==> src/rtl/uart_lite_pkg.sv <==
// Shared definitions for the UART Lite register map: offsets, status layout, control bits.
// Also used by uart_lite_driver.
package uart_lite_pkg;

    localparam logic [3:0] UL_RX   = 4'h0;
    localparam logic [3:0] UL_TX   = 4'h4;
    localparam logic [3:0] UL_STAT = 4'h8;
    localparam logic [3:0] UL_CTRL = 4'hC;

    localparam int CTRL_RST_TX  = 0;
    localparam int CTRL_RST_RX  = 1;
    localparam int CTRL_INTR_EN = 4;

    typedef struct packed {
        logic parity_err;
        logic frame_err;
        logic overrun;
        logic intr_en;
        logic tx_full;
        logic tx_empty;
        logic rx_full;
        logic rx_valid;
    } uart_status_t;

endpackage

==> src/rtl/uart_lite_axil_responder_byte_fifo.sv <==
// Synchronous first-word-fall-through FIFO with flush; used for both RX and TX byte queues.
// A push into a full FIFO is taken only when a pop frees the slot in the same cycle.
module byte_fifo #(
    parameter int DEPTH = 16,
    parameter int WIDTH = 8
) (
    input  logic                     clk,
    input  logic                     rst,
    input  logic                     push,
    input  logic [WIDTH-1:0]         din,
    input  logic                     pop,
    input  logic                     flush,
    output logic [WIDTH-1:0]         dout,
    output logic                     full,
    output logic                     empty,
    output logic [$clog2(DEPTH):0]   count
);
    localparam int AW = $clog2(DEPTH);
    localparam int CW = AW + 1;

    logic [WIDTH-1:0] mem_q [DEPTH];
    logic [AW-1:0]    wr_ptr_q, wr_ptr_d, rd_ptr_q, rd_ptr_d;
    logic [CW-1:0]    count_q, count_d;
    logic             do_push, do_pop;

    assign full  = (count_q == CW'(DEPTH));
    assign empty = (count_q == '0);
    assign count = count_q;
    assign dout  = mem_q[rd_ptr_q];

    // Flush overrides any push or pop landing in the same cycle.
    assign do_pop  = pop && !empty && !flush;
    assign do_push = push && (!full || do_pop) && !flush;

    always_comb begin
        wr_ptr_d = wr_ptr_q;
        rd_ptr_d = rd_ptr_q;
        count_d  = count_q + CW'(do_push) - CW'(do_pop);
        if (do_push) wr_ptr_d = wr_ptr_q + AW'(1);
        if (do_pop)  rd_ptr_d = rd_ptr_q + AW'(1);
        if (flush) begin
            wr_ptr_d = '0;
            rd_ptr_d = '0;
            count_d  = '0;
        end
    end

    always_ff @(posedge clk) begin
        if (rst) begin
            wr_ptr_q <= '0;
            rd_ptr_q <= '0;
            count_q  <= '0;
        end else begin
            wr_ptr_q <= wr_ptr_d;
            rd_ptr_q <= rd_ptr_d;
            count_q  <= count_d;
        end
    end

    always_ff @(posedge clk) begin
        if (do_push) mem_q[wr_ptr_q] <= din;
    end

endmodule

==> src/rtl/uart_lite_axil_responder.sv <==
// AXI4-Lite slave exposing the UART Lite register map, with bytes carried on AXI-Stream ports
// instead of a serial line. Holds the handshake regs, decode, STAT/CTRL and interrupt edge detect.
module uart_lite_axil_responder
    import uart_lite_pkg::*;
#(
    parameter int FIFO_DEPTH         = 16,
    parameter int C_S_AXI_ADDR_WIDTH = 4,
    parameter int C_S_AXI_DATA_WIDTH = 32,
    parameter bit RX_BACKPRESSURE    = 1'b0
) (
    input  logic                              aclk,
    input  logic                              areset,
    input  logic [C_S_AXI_ADDR_WIDTH-1:0]     S_AXI_AWADDR,
    input  logic                              S_AXI_AWVALID,
    output logic                              S_AXI_AWREADY,
    input  logic [C_S_AXI_DATA_WIDTH-1:0]     S_AXI_WDATA,
    input  logic [C_S_AXI_DATA_WIDTH/8-1:0]   S_AXI_WSTRB,
    input  logic                              S_AXI_WVALID,
    output logic                              S_AXI_WREADY,
    output logic [1:0]                        S_AXI_BRESP,
    output logic                              S_AXI_BVALID,
    input  logic                              S_AXI_BREADY,
    input  logic [C_S_AXI_ADDR_WIDTH-1:0]     S_AXI_ARADDR,
    input  logic                              S_AXI_ARVALID,
    output logic                              S_AXI_ARREADY,
    output logic [C_S_AXI_DATA_WIDTH-1:0]     S_AXI_RDATA,
    output logic [1:0]                        S_AXI_RRESP,
    output logic                              S_AXI_RVALID,
    input  logic                              S_AXI_RREADY,
    input  logic [7:0]                        s_axis_tdata,
    input  logic                              s_axis_tvalid,
    output logic                              s_axis_tready,
    output logic [7:0]                        m_axis_tdata,
    output logic                              m_axis_tvalid,
    input  logic                              m_axis_tready,
    output logic                              interrupt
);
    localparam logic [1:0] SEL_RX   = UL_RX[3:2];
    localparam logic [1:0] SEL_TX   = UL_TX[3:2];
    localparam logic [1:0] SEL_STAT = UL_STAT[3:2];
    localparam logic [1:0] SEL_CTRL = UL_CTRL[3:2];
    localparam int         CW       = $clog2(FIFO_DEPTH) + 1;

    logic awready_q, awready_d, bvalid_q, bvalid_d;
    logic arready_q, arready_d, rvalid_q, rvalid_d;
    logic [7:0] rdata_q, rdata_d;
    logic overrun_q, overrun_d, intr_en_q, intr_en_d, irq_q, irq_d;
    logic rx_empty_prev_q, tx_empty_prev_q;

    logic wr_hs, rd_hs, ctrl_wr, tx_push, tx_pop, tx_flush, rx_push, rx_pop, rx_flush;
    logic [1:0] wr_sel, rd_sel;
    logic [7:0] rx_dout, tx_dout;
    logic rx_full, rx_empty, tx_full, tx_empty;
    logic [CW-1:0] rx_count, tx_count;
    uart_status_t stat;
    logic unused_bits;

    assign wr_hs    = awready_q && S_AXI_AWVALID && S_AXI_WVALID;
    assign rd_hs    = arready_q && S_AXI_ARVALID;
    assign wr_sel   = S_AXI_AWADDR[3:2];
    assign rd_sel   = S_AXI_ARADDR[3:2];
    assign ctrl_wr  = wr_hs && (wr_sel == SEL_CTRL) && S_AXI_WSTRB[0];
    assign tx_push  = wr_hs && (wr_sel == SEL_TX) && S_AXI_WSTRB[0];
    assign tx_flush = ctrl_wr && S_AXI_WDATA[CTRL_RST_TX];
    assign rx_flush = ctrl_wr && S_AXI_WDATA[CTRL_RST_RX];
    assign rx_pop   = rd_hs && (rd_sel == SEL_RX);
    assign tx_pop   = m_axis_tvalid && m_axis_tready;

    assign s_axis_tready = RX_BACKPRESSURE ? !rx_full : 1'b1;
    assign rx_push       = s_axis_tvalid && s_axis_tready;
    assign m_axis_tvalid = !tx_empty;
    assign m_axis_tdata  = tx_dout;

    assign S_AXI_AWREADY = awready_q;
    assign S_AXI_WREADY  = awready_q;
    assign S_AXI_BVALID  = bvalid_q;
    assign S_AXI_BRESP   = 2'b00;
    assign S_AXI_ARREADY = arready_q;
    assign S_AXI_RVALID  = rvalid_q;
    assign S_AXI_RRESP   = 2'b00;
    assign S_AXI_RDATA   = {{(C_S_AXI_DATA_WIDTH-8){1'b0}}, rdata_q};
    assign interrupt     = irq_q;

    assign unused_bits = ^{S_AXI_AWADDR, S_AXI_ARADDR, S_AXI_WDATA, S_AXI_WSTRB, rx_count, tx_count};

    byte_fifo #(.DEPTH(FIFO_DEPTH), .WIDTH(8)) u_rx_fifo (
        .clk(aclk), .rst(areset), .push(rx_push), .din(s_axis_tdata), .pop(rx_pop),
        .flush(rx_flush), .dout(rx_dout), .full(rx_full), .empty(rx_empty), .count(rx_count)
    );

    byte_fifo #(.DEPTH(FIFO_DEPTH), .WIDTH(8)) u_tx_fifo (
        .clk(aclk), .rst(areset), .push(tx_push), .din(S_AXI_WDATA[7:0]), .pop(tx_pop),
        .flush(tx_flush), .dout(tx_dout), .full(tx_full), .empty(tx_empty), .count(tx_count)
    );

    always_comb begin
        stat            = '0;
        stat.overrun    = overrun_q;
        stat.intr_en    = intr_en_q;
        stat.tx_full    = tx_full;
        stat.tx_empty   = tx_empty;
        stat.rx_full    = rx_full;
        stat.rx_valid   = !rx_empty;

        // Ready strobes are one-cycle pulses; a pending response blocks the next accept.
        awready_d = S_AXI_AWVALID && S_AXI_WVALID && !bvalid_q && !awready_q;
        arready_d = S_AXI_ARVALID && !rvalid_q && !arready_q;
        bvalid_d  = wr_hs || (bvalid_q && !S_AXI_BREADY);
        rvalid_d  = rd_hs || (rvalid_q && !S_AXI_RREADY);

        rdata_d = rdata_q;
        if (rd_hs) begin
            case (rd_sel)
                SEL_RX:   rdata_d = rx_empty ? 8'h00 : rx_dout;
                SEL_STAT: rdata_d = stat;
                default:  rdata_d = 8'h00;
            endcase
        end

        // A fresh overrun in the same cycle as a STAT read must not be lost.
        overrun_d = overrun_q;
        if (rd_hs && (rd_sel == SEL_STAT)) overrun_d = 1'b0;
        if (rx_push && rx_full && !rx_pop && !rx_flush) overrun_d = 1'b1;

        intr_en_d = ctrl_wr ? S_AXI_WDATA[CTRL_INTR_EN] : intr_en_q;
        irq_d     = intr_en_q && ((rx_empty_prev_q && !rx_empty) || (!tx_empty_prev_q && tx_empty));
    end

    always_ff @(posedge aclk) begin
        if (areset) begin
            awready_q       <= 1'b0;
            bvalid_q        <= 1'b0;
            arready_q       <= 1'b0;
            rvalid_q        <= 1'b0;
            rdata_q         <= 8'h00;
            overrun_q       <= 1'b0;
            intr_en_q       <= 1'b0;
            irq_q           <= 1'b0;
            rx_empty_prev_q <= 1'b1;
            tx_empty_prev_q <= 1'b1;
        end else begin
            awready_q       <= awready_d;
            bvalid_q        <= bvalid_d;
            arready_q       <= arready_d;
            rvalid_q        <= rvalid_d;
            rdata_q         <= rdata_d;
            overrun_q       <= overrun_d;
            intr_en_q       <= intr_en_d;
            irq_q           <= irq_d;
            rx_empty_prev_q <= rx_empty;
            tx_empty_prev_q <= tx_empty;
        end
    end

endmodule

==> config.mk <==
export PLATFORM = sky130hd
export DESIGN_NAME = uart_lite_axil_responder
export DESIGN_NICKNAME = d
export VERILOG_FILES = /design/src/rtl/uart_lite_pkg.sv /design/src/rtl/uart_lite_axil_responder_byte_fifo.sv /design/src/rtl/uart_lite_axil_responder.sv
export SDC_FILE = /design/constraint.sdc
export NUM_CORES = 1
export LEC_CHECK = 0
export CORE_MARGIN = 4
export CORE_UTILIZATION = 57
export DETAILED_ROUTE_END_ITERATION = 12
export GPL_TIMING_DRIVEN = 0
export HOLD_SLACK_MARGIN = 0.08
export PLACE_DENSITY = 0.86
export REMOVE_ABC_BUFFERS = 1
export SLEW_MARGIN = 25
export SYNTH_ARGS = -nofsm -noshare
export SYNTH_HDL_FRONTEND = slang
export SYNTH_HIERARCHICAL = 1
export SYNTH_SLANG_ARGS = --single-unit
==> constraint.sdc <==
create_clock -name aclk -period 4.4 [get_ports aclk]
set_input_delay 0.88 -clock aclk [delete_from_list [all_inputs] [get_ports aclk]]
set_output_delay 0.88 -clock aclk [all_outputs]
set_load 0.01 [all_outputs]
# After elaboration in Yosys (flattened, before gate mapping)
# Memories as Yosys holds them, arrays and structs flattened. A register that Yosys moved wholly into a read port is not among the register bits.
# Index checks and enable logic that the tools add are counted.
[word_totals]
in_bits = 61
out_inout_bits = 52
ram_bits = 256
ff_bits = 43
wordCells = 101
n_memories = 2
[classes]
eq_ne = 5
n_addsub = 8
n_mux = 12
reduce_logical = 58
[memory_table]
columns = ["memory", "words", "width", "read_ports", "rd_clocked_by_memory_dff", "wr", "line_no", "rtl"]
rows = [
  ["u_rx_fifo.mem_q", 16, 8, 1, 1, 1, "uart_lite_axil_responder_byte_fifo.sv:21", "logic [WIDTH-1:0] mem_q [DEPTH];"],
  ["u_tx_fifo.mem_q", 16, 8, 1, 1, 1, "uart_lite_axil_responder_byte_fifo.sv:21", ""],
]
[ops]
columns = ["op", "count"]
rows = [
  ["1-bit logical AND", 33],
  ["4-bit by 1-bit adder with 4-bit output (second input constant)", 4],
  ["4-bit two-way mux", 4],
  ["8-bit case mux with 2 select lines", 1],
  ["1-bit zero test", 14],
  ["5-bit by 1-bit adder with 5-bit output", 2],
  ["5-bit == test (second input constant)", 2],
  ["5-bit zero test", 2],
  ["5-bit by 1-bit subtractor with 5-bit output", 2],
  ["8-bit two-way mux", 1],
  ["1-bit two-way mux", 6],
  ["1-bit logical OR", 5],
  ["2-bit == test (second input constant)", 2],
  ["2-bit OR reduction", 2],
  ["2-bit by 1-bit == test with 1-bit output (second input constant)", 1],
  ["2-bit zero test", 1],
  ["2-bit nonzero test", 1],
]

# Logic depth before layout (Yosys ltp)
[logic_depth]
word_depth = 12
mapped_depth = 16
ltp_nobuf = 14

# Hierarchy
# The synthesis kept the hierarchy.
[modules_own_cells]
columns = ["module", "seq_area_each_um2", "instances", "cells_per_inst", "area_per_inst_um2"]
rows = [
  ["byte_fifo at u_rx_fifo", 4184.0, 1, 304, 5843.1],
  ["byte_fifo at u_tx_fifo", 4184.0, 1, 311, 5741.8],
  ["uart_lite_axil_responder", 340.3, 1, 105, 938.4],
]

# Least setup slack after synthesis
# No wires, ideal clock.
[synth_timing]
path_kind = "in2reg"
startpoint = "input port S_AXI_AWVALID"
endpoint = "register u_tx_fifo.count_q[4] (netlist: u_tx_fifo/count[4])"
required_time_ns = 4.330
arrival_ns = 3.375
path_slack_ns = 0.956
setup_ns = 0.070
n_path_buf = 2
path_stages = 14
cell_sequence = "nand3_1 -> nor2_1 -> and2_1 -> a211o_1 -> buf_6 -> buf_2 -> ha_1 -> inv_1 -> ha_1 -> fa_1 -> a21oi_1 -> nor2_1 -> or3_1 -> a21oi_1"
[synth_between]
elab_chain_len = 12
elab_cells_between_ends = 15
classes_between = "add/sub: 2; reduce/logical: 13"
[synth_rtl]
columns = ["item", "line_no", "rtl"]
rows = [
  ["start: declaration", "uart_lite_axil_responder.sv:14", "input logic S_AXI_AWVALID,"],
  ["1-bit logical AND (*) (2 in a row)", "uart_lite_axil_responder.sv:58", "assign wr_hs = awready_q && S_AXI_AWVALID && S_AXI_WVALID;"],
  ["1-bit logical AND (*) (2 in a row)", "uart_lite_axil_responder.sv:62", "assign ctrl_wr = wr_hs && (wr_sel == SEL_CTRL) && S_AXI_WSTRB[0];"],
  ["1-bit logical AND (*)", "uart_lite_axil_responder.sv:64", "assign tx_flush = ctrl_wr && S_AXI_WDATA[CTRL_RST_TX];"],
  ["named net tx_flush", "uart_lite_axil_responder.sv:50", "logic wr_hs, rd_hs, ctrl_wr, tx_push, tx_pop, tx_flush, rx_push, rx_pop, rx_flush;"],
  ["1-bit zero test", "uart_lite_axil_responder_byte_fifo.sv:32, uart_lite_axil_responder_byte_fifo.sv:33", ""],
  ["1-bit logical AND", "uart_lite_axil_responder_byte_fifo.sv:32", "assign do_pop = pop && !empty && !flush;"],
  ["1-bit logical OR", "uart_lite_axil_responder_byte_fifo.sv:33", "assign do_push = push && (!full || do_pop) && !flush;"],
  ["1-bit logical AND (2 in a row)", "uart_lite_axil_responder_byte_fifo.sv:33", ""],
  ["5-bit by 1-bit adder with 5-bit output", "uart_lite_axil_responder_byte_fifo.sv:38", "count_d = count_q + CW'(do_push) - CW'(do_pop);"],
  ["5-bit by 1-bit subtractor with 5-bit output", "uart_lite_axil_responder_byte_fifo.sv:38", ""],
  ["end signal: assignment", "uart_lite_axil_responder_byte_fifo.sv:56", "count_q <= count_d;"],
  ["end: declaration", "uart_lite_axil_responder_byte_fifo.sv:23", "logic [CW-1:0] count_q, count_d;"],
]
# Mark *: on every way through the listed nets, which the timed path passes. The rest lies on a longest branch.
# A chain may end at the register's enable or synchronous reset.

# Worst setup path after layout
[layout_timing]
startpoint = "input port S_AXI_WDATA[1]"
endpoint = "register u_rx_fifo.count_q[4] (netlist: u_rx_fifo/count[4])"
[layout_between]
elab_chain_len = 8
elab_cells_between_ends = 9
classes_between = "add/sub: 2; reduce/logical: 7"
[layout_rtl]
columns = ["item", "line_no", "rtl"]
rows = [
  ["start: declaration", "uart_lite_axil_responder.sv:16", "input logic [C_S_AXI_DATA_WIDTH-1:0] S_AXI_WDATA,"],
  ["1-bit logical AND (*)", "uart_lite_axil_responder.sv:65", "assign rx_flush = ctrl_wr && S_AXI_WDATA[CTRL_RST_RX];"],
  ["named net rx_flush", "uart_lite_axil_responder.sv:50", ""],
  ["1-bit zero test", "uart_lite_axil_responder_byte_fifo.sv:32, uart_lite_axil_responder_byte_fifo.sv:33", ""],
  ["1-bit logical AND", "uart_lite_axil_responder_byte_fifo.sv:32", ""],
  ["1-bit logical OR", "uart_lite_axil_responder_byte_fifo.sv:33", ""],
  ["1-bit logical AND (2 in a row)", "uart_lite_axil_responder_byte_fifo.sv:33", ""],
  ["5-bit by 1-bit adder with 5-bit output", "uart_lite_axil_responder_byte_fifo.sv:38", ""],
  ["5-bit by 1-bit subtractor with 5-bit output", "uart_lite_axil_responder_byte_fifo.sv:38", ""],
  ["end signal: assignment", "uart_lite_axil_responder_byte_fifo.sv:56", ""],
  ["end: declaration", "uart_lite_axil_responder_byte_fifo.sv:23", ""],
]
# Marks and branches as above.

==> key figures <==
Yosys
  – Number of synthesized flops with an enable pin: 256
  – Top cells by area, synth: edfxtp_1, mux4_2, dfxtp_1
  – Cell area after synthesis: 12500 um2
  – Ys Warns: 6
  – Most frequent cell after synthesis: edfxtp_1
  – Distinct cells, synth: 54
  – Synth Area per Inst: 17.4 um2
  – Largest area contributor in the netlist: edfxtp_1
  – Synth top cells by count: edfxtp_1, dfxtp_1, mux4_2
  – Synthesized flop and latch total: 307
  – Mapped Cells: 720
  – Post-synth ARST share: 0%
  – Seq/Total Area, Yosys: 69.5%
  – Main synth FF type: edfxtp_1
  – Post-synth top area share: 61.4%

Clock tree
  – Reg clk slew, reported paths: roughly 0.060 ns
  – Clk_lat worst skew: 0.55 ns
  – CTS buffer count: 30
  – Clock Path Buffers: 3
  – Postcts setup bufs: 0
  – Post_cts resized: 0
  – CTS tree: yes
  – H-Tree Depth: 1
  – Root buf cell: clkbuf_16
  – Sink Count: 307
  – Post-CTS Hold Buffers: 0

Setup path
  – Crit-path max cell delay: between 0.7 and 0.8 ns
  – Critical-path cell list: clkdlybuf4s50_1 -> nand4_1 -> nor2_1 -> nand2b_1 -> a21oi_2 -> inv_1 -> ha_1 -> inv_1 -> ha_1 -> fa_1 -> a21oi_1 -> nor2_1 -> or3_1 -> a21oi_1
  – CP Max Fanout: 18
  – Reg-to-reg slack, setup: a little under 0.7 ns
  – Required @ worst endpoint: about 4.9 ns
  – Element type at the critical path end: register
  – CP Launch Type: primary input
  – R2r endpoint: u_tx_fifo/count[4]
  – Reg2Reg Depth: 14
  – CP Data Arrival Time: approximately 4.6 ns
  – CP max stage cell: clkdlybuf4s50_1
  – RR Startpoint: u_tx_fifo/count[3]
  – Kind of critical path: in2reg

Placement
  – IO Port Bufs: 52
  – GPL Wtd Cong: roughly 0.78
  – DP HPWL: 15800 um

Timing
  – Setup violations, final: 0
  – Final setup TNS: 0 ns
  – Worst-Margin Slew: 0.936 ns
  – FMAX: about 240 MHz
  – Relative slew slack: 37.5%
  – Slew Viols, Final: 0
  – Clk_skew: between 0.01 and 0.015 ns
  – Final Cycle Share: 93.5%
  – RSZ-0062 raised after global routing: false
  – Final-report hold violation count: 0
  – Final min period: 4.11 ns

Run status
  – Status: finished clean

Die
  – Initial core utilization: 58.8%
  – Die width: 156 um
  – I/O pin count: roughly 110
  – Cell Rows: between 50 and 60
  – Die Ht: about 160 um
  – Die area: 24400 um2
  – Core area: 21300 um2

Global routing
  – Vias in the first global route: 6640
  – Largest net degree at the start of global routing: 33
  – GR Overflow Total: 0
  – Wire length of the first global-routing pass: between 30000 and 40000 um
  – Initial antenna violation count: 0
  – Total track usage: about a fifth

Worst hold path
  – HP Class: reg2reg
  – Cell count of the worst hold path: 1
  – Hold Path End: S_AXI_AWREADY
  – Hold Crit Start: S_AXI_BVALID

Routing
  – ANT nets after route: 0
  – DR DRC count: 0
  – 1st-iter DRT viols: 497
  – Initial DRT Pass Iterations: 5
  – Routed WL per cell: 23.1 um
  – WL final: 24800 um
  – Via density: 5.95
  – Via count: 6388

Layout
  – Fill cells: 1348
  – Post-layout util: 66.3%
  – Layout area overhead: 12.7%
  – Nets: between 800 and 900
  – Number of diodes: 0
  – Layout cells sized above 1: 14.0%

Power
  – Leak: 4.70 nW
  – Final Power: 0.00671 W
  – Worst vdd ir: 0.421 mV
  – PD cells: about 480 nW/um2

Flow run
  – Max-cap viol count: 0
[cells by family (layout without fill, tap and decap cells)]
group	Yosys count	in the layout	synth area share, %
flops	307	307	69.5
simple gates	156	156	6.86
buf+inv	80	132	3.81
compound gates	69	69	3.92
mux	69	69	12.4
fa+ha+maj	24	24	2.52
xor+xnor	13	13	0.909
other cells	2	29	0.0600
[layout make-up]
cell class / count / area [um2] / area share (%)
Clock buffer: 35 / 769 / 5.45
Sequential cell: 307 / 8720 / 61.8
Inverter: 22 / 82.6 / 0.585
Tap cell: 275 / 344 / 2.44
Timing Repair Buffer: 56 / 583 / 4.13
Multi-Input combinational cell: 360 / 3470 / 24.6
Clock inverter: 19 / 149 / 1.06
[sequential cells by signal, summed over array words and instances, names as in the netlist, 4 cells and up, named ones only]
register,count
u_tx_fifo/wr_ptr_q,4
rdata_q,8
u_rx_fifo/rd_ptr_q,4
u_tx_fifo/rd_ptr_q,4
u_tx_fifo/count,5
u_rx_fifo/wr_ptr_q,4
u_tx_fifo/mem_q,128
u_rx_fifo/mem_q,128
u_rx_fifo/count,5
[critical path: cells and delay by family]
family	cells	cell delay (ns)
AO/OA/AOI/OAI	3	0.84
adder cells (fa/ha/maj)	3	0.90
buffers and inverters	3	0.87
AND/OR/NAND/NOR	5	1.11
[report_power, final]
group          total (W)  internal, W  switching [W]
Sequential       0.00339      0.00325       0.000136
Combinational   0.000952     0.000501       0.000451
Clock            0.00237      0.00136        0.00101
[metrics by stage]
stage	cells	setup slack [ns]	hold slack (ns)	cell area, um2
2_1_floorplan	689	1.02	0.452	12200
3_3_place_gp	1016	-0.109	0.437	13100
3_5_place_dp	1020	-0.211	0.449	13200
4_1_cts	1074	0.301	0.456	14100
5_1_grt	1074	0.0586	0.488	14100
6_report	1074	0.288	0.454	14100
[per-layer routing]
layer | routed length, um | vias to the layer above | GRT usage [%] | part of all wire, %
met5 | 0 | - | 0 | 0
met4 | 656 | 0 | 5.83 | 2.6
met3 | 1030 | 47 | 2.77 | 4.1
met2 | 13900 | 188 | 37.5 | 56
met1 | 9270 | 3270 | 25.3 | 37
li1 | - | 2883 | - | -
[worst max-delay path by stage]
| stage | slack [ns] | cells after the start | to | from |
|---|---|---|---|---|
| global route | 0.06 | 14 | u_rx_fifo/count[4] | S_AXI_WDATA[1] |
| CTS | 0.30 | 14 | u_rx_fifo/count[4] | S_AXI_WDATA[1] |
| detailed placement | -0.21 | 14 | u_rx_fifo/count[4] | S_AXI_WDATA[1] |
| floorplan | 1.02 | 12 | u_tx_fifo/count[4] | S_AXI_AWVALID |
| finish | 0.29 | 14 | u_rx_fifo/count[4] | S_AXI_WDATA[1] |
| global placement | -0.11 | 14 | u_rx_fifo/count[4] | S_AXI_WDATA[1] |
[cells in the final DEF, fill, tap and decap left out, types with 7 or more instances in the layout]
cell type        synthesis  routed
nand2_1                 26      26
inv_1                   22      22
clkdlybuf4s50_1          0      52
edfxtp_1               256     256
nor2_1                  35      35
nand3_1                 10      10
nor2b_1                  9       9
mux4_2                  48      48
dfxtp_1                 51      47
a21oi_1                 14      14
and2_1                  14      14
a22oi_1                 33      33
conb_1                   2      29
nand2b_1                 7       7
ha_1                    22      22
clkinv_1                 0      11
and3_1                  17      17
xnor2_1                 10      10
clkbuf_16                0      30
mux4_1                  16      16
(Power assumes the default switching activity.)
